$ cat src/rtl/pc_unit_pkg.sv
// pc_unit_pkg: shared defaults and next-PC source encoding for the PC unit
package pc_unit_pkg;
    localparam int WIDTH_DEF = 32;
    localparam int INC_DEF = 4;
    localparam logic [31:0] RESET_VECTOR_DEF = 32'h0000_0000;
    typedef enum logic [2:0] {
        SRC_REDIRECT,
        SRC_HOLD,
        SRC_CALL,
        SRC_RET,
        SRC_SEQ
    } pc_src_e;
endpackage

$ cat src/rtl/pc_unit_if.sv
// pc_unit_if: control inputs and PC/RAS status outputs of the PC unit
interface pc_unit_if import pc_unit_pkg::*; #(
    parameter int WIDTH = WIDTH_DEF,
    parameter int RAS_DEPTH = 4
);
    localparam int CW = $clog2(RAS_DEPTH) + 1;
    logic stall;
    logic redirect;
    logic [WIDTH-1:0] redirect_target;
    logic call;
    logic [WIDTH-1:0] call_target;
    logic ret;
    logic [WIDTH-1:0] pc_result;
    logic [WIDTH-1:0] pc_plus;
    logic [CW-1:0] ras_count;
    logic ret_miss;
    logic align_fault;
    modport master (
        output stall, redirect, redirect_target, call, call_target, ret,
        input pc_result, pc_plus, ras_count, ret_miss, align_fault
    );
    modport slave (
        input stall, redirect, redirect_target, call, call_target, ret,
        output pc_result, pc_plus, ras_count, ret_miss, align_fault
    );
endinterface

$ cat src/rtl/pc_ras.sv
// pc_ras: circular return-address stack; a push when full overwrites the oldest entry
module pc_ras #(
    parameter int WIDTH = 32,
    parameter int DEPTH = 4
) (
    input  logic             clk_i,
    input  logic             rst_i,
    input  logic             push_i,
    input  logic             pop_i,
    input  logic [WIDTH-1:0] push_data_i,
    output logic [WIDTH-1:0] top_o,
    output logic [$clog2(DEPTH):0] count_o
);
    localparam int PW = $clog2(DEPTH);
    localparam int CW = PW + 1;
    if (DEPTH < 2 || (DEPTH & (DEPTH - 1)) != 0) begin : g_bad_depth
        $error("pc_ras: DEPTH must be a power of two and at least 2");
    end
    logic [WIDTH-1:0] mem_q [DEPTH];
    logic [PW-1:0] tp_q;
    logic [PW-1:0] tp_m1;
    logic [CW-1:0] count_q;
    assign tp_m1 = tp_q - 1'b1;
    assign top_o = mem_q[tp_m1];
    assign count_o = count_q;
    // entry storage is not reset; entries beyond the count are never read out
    always_ff @(posedge clk_i) begin
        if (push_i) mem_q[tp_q] <= push_data_i;
    end
    // tp_q is the next free slot; wrapping lets a full push drop the oldest entry
    always_ff @(posedge clk_i or posedge rst_i) begin
        if (rst_i) begin
            tp_q <= '0;
            count_q <= '0;
        end else if (push_i) begin
            tp_q <= tp_q + 1'b1;
            count_q <= (count_q == CW'(DEPTH)) ? count_q : count_q + 1'b1;
        end else if (pop_i) begin
            tp_q <= tp_m1;
            count_q <= count_q - 1'b1;
        end
    end
endmodule

$ cat src/rtl/pc_unit.sv
// pc_unit: program counter with redirect/stall/call/return priority, RAS and fault pulses
module pc_unit import pc_unit_pkg::*; #(
    parameter int WIDTH = WIDTH_DEF,
    parameter logic [WIDTH-1:0] RESET_VECTOR = WIDTH'(RESET_VECTOR_DEF),
    parameter int INC = INC_DEF,
    parameter int RAS_DEPTH = 4
) (
    input logic clk_i,
    input logic rst_i,
    pc_unit_if.slave bus
);
    localparam int CW = $clog2(RAS_DEPTH) + 1;
    localparam logic [WIDTH-1:0] LO_MASK = WIDTH'(INC - 1);
    if (INC < 1 || (INC & (INC - 1)) != 0) begin : g_bad_inc
        $error("pc_unit: INC must be a power of two");
    end
    pc_src_e src;
    logic [WIDTH-1:0] pc_q, pc_d, pc_plus, raw, ras_top;
    logic [CW-1:0] ras_count;
    logic ras_hit, is_target;
    logic ret_miss_q, ret_miss_d, align_fault_q, align_fault_d;
    assign pc_plus = pc_q + WIDTH'(INC);
    assign ras_hit = ras_count != '0;
    assign bus.pc_result = pc_q;
    assign bus.pc_plus = pc_plus;
    assign bus.ras_count = ras_count;
    assign bus.ret_miss = ret_miss_q;
    assign bus.align_fault = align_fault_q;
    // priority select: redirect beats stall, call beats ret
    always_comb begin
        src = bus.redirect ? SRC_REDIRECT :
              bus.stall    ? SRC_HOLD :
              bus.call     ? SRC_CALL :
              bus.ret      ? SRC_RET : SRC_SEQ;
    end
    // next PC; only explicit targets are aligned and may raise a fault
    always_comb begin
        raw = src == SRC_REDIRECT ? bus.redirect_target :
              src == SRC_HOLD     ? pc_q :
              src == SRC_CALL     ? bus.call_target :
              (src == SRC_RET && ras_hit) ? ras_top : pc_plus;
        is_target = src == SRC_REDIRECT || src == SRC_CALL || (src == SRC_RET && ras_hit);
        ret_miss_d = src == SRC_RET && !ras_hit;
        align_fault_d = is_target && |(raw & LO_MASK);
        pc_d = is_target ? raw & ~LO_MASK : raw;
    end
    // PC register and one-cycle fault pulses
    always_ff @(posedge clk_i or posedge rst_i) begin
        if (rst_i) begin
            pc_q <= RESET_VECTOR;
            ret_miss_q <= 1'b0;
            align_fault_q <= 1'b0;
        end else begin
            pc_q <= pc_d;
            ret_miss_q <= ret_miss_d;
            align_fault_q <= align_fault_d;
        end
    end
    pc_ras #(.WIDTH(WIDTH), .DEPTH(RAS_DEPTH)) u_ras (
        .clk_i(clk_i),
        .rst_i(rst_i),
        .push_i(src == SRC_CALL),
        .pop_i(src == SRC_RET && ras_hit),
        .push_data_i(pc_plus),
        .top_o(ras_top),
        .count_o(ras_count)
    );
endmodule

$ cat src/flat_wrapper.sv
// flat-port wrapper written by rule: the top's interface ports become plain ports
module pc_unit_flat import pc_unit_pkg::*;
#(
    parameter int WIDTH = WIDTH_DEF,
    parameter logic [WIDTH-1:0] RESET_VECTOR = WIDTH'(RESET_VECTOR_DEF),
    parameter int INC = INC_DEF,
    parameter int RAS_DEPTH = 4
)
  (clk_i, rst_i, bus_stall, bus_redirect, bus_redirect_target, bus_call, bus_call_target, bus_ret, bus_pc_result, bus_pc_plus, bus_ras_count, bus_ret_miss, bus_align_fault);
  pc_unit_if #(.WIDTH(WIDTH), .RAS_DEPTH(RAS_DEPTH)) bus_i ();
  input logic clk_i;
  input logic rst_i;
  input wire logic [$bits(bus_i.stall)-1:0] bus_stall;
  input wire logic [$bits(bus_i.redirect)-1:0] bus_redirect;
  input wire logic [$bits(bus_i.redirect_target)-1:0] bus_redirect_target;
  input wire logic [$bits(bus_i.call)-1:0] bus_call;
  input wire logic [$bits(bus_i.call_target)-1:0] bus_call_target;
  input wire logic [$bits(bus_i.ret)-1:0] bus_ret;
  output wire logic [$bits(bus_i.pc_result)-1:0] bus_pc_result;
  output wire logic [$bits(bus_i.pc_plus)-1:0] bus_pc_plus;
  output wire logic [$bits(bus_i.ras_count)-1:0] bus_ras_count;
  output wire logic [$bits(bus_i.ret_miss)-1:0] bus_ret_miss;
  output wire logic [$bits(bus_i.align_fault)-1:0] bus_align_fault;
  assign bus_i.stall = bus_stall;
  assign bus_i.redirect = bus_redirect;
  assign bus_i.redirect_target = bus_redirect_target;
  assign bus_i.call = bus_call;
  assign bus_i.call_target = bus_call_target;
  assign bus_i.ret = bus_ret;
  assign bus_pc_result = bus_i.pc_result;
  assign bus_pc_plus = bus_i.pc_plus;
  assign bus_ras_count = bus_i.ras_count;
  assign bus_ret_miss = bus_i.ret_miss;
  assign bus_align_fault = bus_i.align_fault;
  pc_unit #(.WIDTH(WIDTH), .RESET_VECTOR(RESET_VECTOR), .INC(INC), .RAS_DEPTH(RAS_DEPTH)) u_core (.clk_i(clk_i), .rst_i(rst_i), .bus(bus_i));
endmodule
$ cat config.mk
export PLATFORM = sky130hd
export DESIGN_NAME = pc_unit_flat
export DESIGN_NICKNAME = d
export VERILOG_FILES = /design/src/rtl/pc_unit_pkg.sv /design/src/rtl/pc_unit_if.sv /design/src/rtl/pc_ras.sv /design/src/rtl/pc_unit.sv /design/src/flat_wrapper.sv
export SDC_FILE = /design/constraint.sdc
export NUM_CORES = 1
export LEC_CHECK = 0
export CAP_MARGIN = 20
export CORE_MARGIN = 3
export CORE_UTILIZATION = 35
export CTS_CLUSTER_SIZE = 30
export DETAILED_ROUTE_END_ITERATION = 8
export GPL_TIMING_DRIVEN = 1
export PLACE_DENSITY = 0.69
export SYNTH_ARGS = -nofsm -noshare
export SYNTH_HDL_FRONTEND = slang
export SYNTH_SLANG_ARGS = --single-unit
$ cat constraint.sdc
create_clock -name clk_i -period 6.2 [get_ports clk_i]
set_input_delay 0.62 -clock clk_i [delete_from_list [all_inputs] [get_ports clk_i]]
set_output_delay 0.62 -clock clk_i [all_outputs]
set_load 0.02 [all_outputs]
# After elaboration in Yosys (flattened, before gate mapping)
# Memory sizes are Yosys's and may differ from the RTL's.
# Index checks and enable logic that the tools add are counted.
[op_classes] addsub=5 n_eq_ne=5 muxes=16 n_reduce_logical=11
[op_table] op="$mux W32" count=4
[op_table] op="$add A32 B3 Y32 const B" count=1
[op_table] op="$mux W3" count=7
[op_table] op="$eq A3 B2 Y1 const B" count=2
[op_table] op="$mux W2" count=3
[op_table] op="$add A3 B1 Y3 const B" count=1
[op_table] op="$eq A3 B1 Y1 const B" count=1
[op_table] op="$eq A3 B3 Y1 const B" count=1
[op_table] op="$logic_and A1 B1 Y1" count=3
[op_table] op="$logic_not A3 Y1" count=1
[op_table] op="$reduce_bool A3 Y1" count=1
[op_table] op="$sub A3 B1 Y3 const B" count=1
[op_table] op="$add A2 B1 Y2 const B" count=1
[op_table] op="$logic_or A1 B1 Y1" count=2
[op_table] op="$mux W1" count=2
[op_table] op="$ne A2 B2 Y1 const B" count=1
[op_table] op="$reduce_and A2 Y1" count=1
[op_table] op="$reduce_bool A2 Y1" count=1
[op_table] op="$reduce_or A2 Y1" count=1
[op_table] op="$sub A2 B1 Y2 const B" count=1
[op_table] op="$logic_not A1 Y1" count=1
[word_totals] regBits=39 mem_bits_rw=128 inputBits=70 out_inout_bits=69 elab_cells=43 memories=1
[memory_table] memory="u_core.u_ras.mem_q" depth=4 word_bits=32 rd=1 rd_clocked_by_memory_dff=0 wr=1 line_no="pc_ras.sv:19" source="logic [WIDTH-1:0] mem_q [DEPTH];"

# Logic depth before layout (Yosys ltp)
[logic_depth] ltp_word=12 mapped_depth=10 depth_no_buf=7

# Cells and area by module
# A second synthesis with hierarchy kept.
[hier_totals] cells_unflattened=578 hier_area_um2=7980.2
[modules_own_cells] module="pc_ras" n_inst=1 cells_per_inst=203 area_each_um2=5013.6 seq_area_each_um2=3968.8
[modules_own_cells] module="pc_unit" n_inst=1 cells_per_inst=375 area_each_um2=2966.6 seq_area_each_um2=850.8

# Worst setup path before layout
# Ideal clock, no wire load.
[synth_timing] path_kind="register to register" start="reg u_core.u_ras.tp_q[0]" end="reg u_core.pc_q[12] (netlist: u_core.bus.pc_result[12])" arrival_ps=2600 required_time_ps=6071 slack_ps=3472 path_stages_with_launch=11 n_path_buf=5 period_less_slack_ps=2728 cell_sequence="dfrtp_1 -> buf_2 -> buf_2 -> inv_1 -> ha_1 -> buf_2 -> buf_2 -> buf_1 -> mux4_2 -> a221oi_1 -> a21oi_1"
[synth_between] elab_chain_cells=6
[synth_lines] element="start: declaration" line_no="pc_ras.sv:20" source="logic [PW-1:0] tp_q;"
[synth_lines] element="start signal: assignment" line_no="pc_ras.sv:36" source="tp_q <= tp_q + 1'b1;"
[synth_lines] element="start signal: assignment" line_no="pc_ras.sv:39" source="tp_q <= tp_m1;"
[synth_lines] element="$sub A2 B1 Y2" line_no="pc_ras.sv:23" source="assign tp_m1 = tp_q - 1'b1;"
[synth_lines] element="$mem_v2 Z4 W32"
[synth_lines] element="$mux W32" line_no="pc_unit.sv:41" source="(src == SRC_RET && ras_hit) ? ras_top : pc_plus;"
[synth_lines] element="$mux W32" line_no="pc_unit.sv:40" source="src == SRC_CALL ? bus.call_target :"
[synth_lines] element="$mux W32" line_no="pc_unit.sv:39" source="src == SRC_HOLD ? pc_q :"
[synth_lines] element="$mux W32" line_no="pc_unit.sv:38" source="raw = src == SRC_REDIRECT ? bus.redirect_target :"
[synth_lines] element="end signal: assignment" line_no="pc_unit.sv:54" source="pc_q <= pc_d;"
[synth_lines] element="end: declaration" line_no="pc_unit.sv:18" source="logic [WIDTH-1:0] pc_q, pc_d, pc_plus, raw, ras_top;"
# No other way between the ends.
# A chain may end at the register's enable or synchronous reset.

# Worst setup path in the final report
[layout_timing] start="reg u_core.pc_q[2] (netlist: u_core.bus.pc_result[2])" end="out bus_pc_plus[28]"
[layout_between] elab_chain_cells=1
[layout_lines] element="$add A32 B3 Y32" line_no="pc_unit.sv:22" source="assign pc_plus = pc_q + WIDTH'(INC);"
[layout_lines] element="end: declaration" line_no="flat_wrapper.sv:20" source="output wire logic [$bits(bus_i.pc_plus)-1:0] bus_pc_plus;"
# No other way between the ends.

==> flow_metrics.tcl <==
set metrics [dict create \
    hold_buffers 0 \
    initial_core_util 0.3628 \
    grt_pass1_vias 5579 \
    leakage_uw 0.003425 \
    worst-slew-pin-transition_ps 930.4 \
    peakVddDrop_uv 160.5 \
    grt_max_degree 53 \
    syn_area_per_cell_um2 13.85 \
    grt-ovfl-total 0 \
    clockBufferDepth 2 \
    yosys.area.top_type "edfxtp_1" \
    setup-violations-final 0 \
    dp_hpwl_mm 15.67 \
    portBuffers 138 \
    clkSlewWorstSetupHoldPaths_ps 70 \
    rows 53 \
    crit_path_start_kind "register" \
    total_power_uw 3523 \
    powerDensity_nw_per_um2 351.6 \
    ys_types 58 \
    hold_viol 0 \
    hp-class "register to register" \
    use_met1 0.2733 \
    pwr-share-seq 0.402 \
    die_area_um2 24020 \
    h-tree-depth 4 \
    comb_power_share 0.301 \
    switching_share 0.3084 \
    fillers 1847 \
    firstDrtPassIters 5 \
    maxSlewHeadroom 0.3750 \
    final_common_cell "clkdlybuf4s50_1" \
    clkSinkCount 167 \
    grt_use_total 0.1919 \
    postLayoutCellArea_um2 10020 \
    arrival_ps 3540 \
    period_share 0.6708 \
    final_cell_mix "clkdlybuf4s50_1 (137), edfxtp_1 (128), nand2_1 (42)" \
    p_switching_uw 1086 \
    rsz0062_at_grt "no" \
    place_area_um2 9444 \
    slowest_stage "nor3_1" \
    cts_tree "done" \
    root_buffer "clkbuf_16" \
    synth-seq-cells 167 \
    cp-end-kind "output pin" \
    cts_setup_buffers 0 \
    synth-main-ff-cell "edfxtp_1" \
    drt_wl_total_mm 23.01 \
    maxCapViolations 0 \
    ys.warnings.count 0 \
    drv_slew 0 \
    drc 0 \
    area_growth_pct 28.95 \
    path_class "register to output pin" \
    use_met2 0.2881 \
    regArea_um2 4821 \
    synth.top_cell.area_share 0.4947 \
    max_freq_mhz 240.5 \
    vias 5651 \
    antenna_left 0 \
    io_pins 139 \
    status "complete, no violations" \
    worstPathRequired_ps 5580 \
    nNetsFinal 773 \
    synthTopCellsByArea "edfxtp_1 (49%), dfrtp_1 (13%), mux4_2 (9.3%), nand2_1 (2.0%), xnor2_1 (2.0%)" \
    synthArstFlopShare 0.2335 \
    wl_per_cell_um 23.36 \
    drive_gt1_frac 0.1211 \
    die_h_um 155.0 \
    grt_antenna_before_repair 0 \
    multi_input_area_um2 2749 \
    gp_congestion 0.8885 \
    clkPwrFrac 0.296 \
    syn_area_um2 7770 \
    cp_common_cell "nand4_1" \
    core_area_um2 21420 \
    min_period_ps 4159 \
    fin_tns_setup_ps 0 \
    insertion_delay_ps 430 \
    drt_iter0_markers 614 \
    avgViaCountPerCell 5.737 \
    crit_path_max_incr_delay_ps 780 \
    intPower_uw 2437 \
    n_antenna_cell 0 \
    busiest_layer "met2" \
    netlist_instances 561 \
    cts_made_buffers 17 \
    cts_resized 0 \
    grt_pass1_wl_mm 34.58 \
    synth_edf_count 128 \
    clock_skew_ps 11.33 \
    critPathMaxFanout 7 \
    synth_fp_nets 637 \
    met3_usage 0.04618 \
    critical_path.cell_chain "ha_1 -> nand4_1 -> nor3_1 -> nand4_1 -> xnor2_1 -> clkdlybuf4s50_1" \
    chipWidth_um 155.0 \
    yosysSeqAreaShare 0.6203 \
]
-- kinds of logic (layout without fill, tap and decap cells) --
group | count (synthesis) | after routing | synth area share
AOI/OAI and AO/OA | 139 | 139 | 0.1237
xor gates and xnor gates | 28 | 28 | 0.03156
adders and majority gates | 6 | 6 | 0.01063
buffers and inverters | 48 | 197 | 0.02592
DFF | 167 | 167 | 0.6203
muxes | 33 | 33 | 0.09420
and+or+nand+nor | 140 | 140 | 0.09372
-- through the flow --
| step | utilization | instances | worst slack [ps] | hold slack, ps |
|---|---|---|---|---|
| 3_3_place_gp | 0.4409 | 953 | 2628 | 585.5 |
| 3_5_place_dp | 0.4409 | 953 | 2568 | 582.1 |
| 5_1_grt | 0.4678 | 985 | 1780 | 647.0 |
| 4_1_cts | 0.4678 | 985 | 2086 | 597.6 |
| 6_report | 0.4678 | 985 | 2041 | 601.8 |
| 2_1_floorplan | - | 561 | 3472 | 564.2 |
-- cell type report --
type,count,area share
clock buffer,21,0.04496
multi-input combinational,346,0.2744
timing repair buffer,152,0.1479
clock inverter,11,0.01249
tap,275,0.03434
sequential,167,0.4811
inverter,13,0.004870
-- layer usage --
layer | up-vias | routed length (µm)
met5 | - | 0
met4 | 0 | 580
met3 | 39 | 1957
met2 | 282 | 10510
met1 | 2827 | 9968
li1 | 2503 | -
-- path summary, 6_finish.rpt --
check / start / to / slack [ps] / cells past startpoint
worst min register to register: u_core.bus.pc_result[1] / u_core.u_ras.mem_q[3][1] / 600 / 0
max in group asynchronous: rst_i / u_core.u_ras.tp_q[0] / 5070 / 3
worst min-delay path: u_core.bus.pc_result[1] / u_core.u_ras.mem_q[3][1] / 600 / 0
worst max register to register: u_core.u_ras.tp_q[0] / u_core.bus.pc_result[30] / 2810 / 9
worst max-delay path: u_core.bus.pc_result[2] / bus_pc_plus[28] / 2040 / 6
min in group asynchronous: rst_i / u_core.bus.align_fault / 650 / 3
-- flip-flops by register name, indices dropped and copies added, names as in the netlist --
signal	flops
u_core.u_ras.count_o	3
u_core.bus.ret_miss	1
u_core.bus.pc_result	32
u_core.bus.align_fault	1
u_core.u_ras.tp_q	2
u_core.u_ras.mem_q	128
-- power groups by stage --
stage / clock (µW) / sequential (µW) / combinational (µW)
global route: 1100 / 1430 / 1130
CTS: 1050 / 1420 / 1080
global placement: 0 / 1430 / 1070
detailed placement: 0 / 1440 / 1070
finish: 1040 / 1420 / 1060
floorplan: 0 / 1450 / 665
-- synthesized netlist by cell type (5+ instances only) --
master / n
a21o_1: 6
a21oi_1: 26
a22oi_1: 9
a2bb2oi_1: 6
a31oi_1: 7
and2_1: 6
and3_1: 14
buf_2: 11
clkbuf_1: 19
dfrtp_1: 39
edfxtp_1: 128
ha_1: 5
inv_1: 12
mux4_2: 32
nand2_1: 42
nand3_1: 16
nand4_1: 10
nor2_1: 19
nor3_1: 9
nor4_1: 6
o211ai_1: 8
o21ai_0: 25
o221ai_1: 13
o22ai_1: 10
o31a_1: 6
xnor2_1: 18
xor2_1: 10
-- critical path, delay by kind of cell, from the launching register on --
| kind | cells | cell delay (ps) |
|---|---|---|
| adder cells (fa/ha/maj) | 1 | 250 |
| XOR/XNOR | 1 | 450 |
| AND/OR/NAND/NOR | 3 | 1250 |
| buffers and inverters | 1 | 710 |
| flip-flops | 1 | 450 |
No activity file was read; power rests on OpenSTA's default activity.
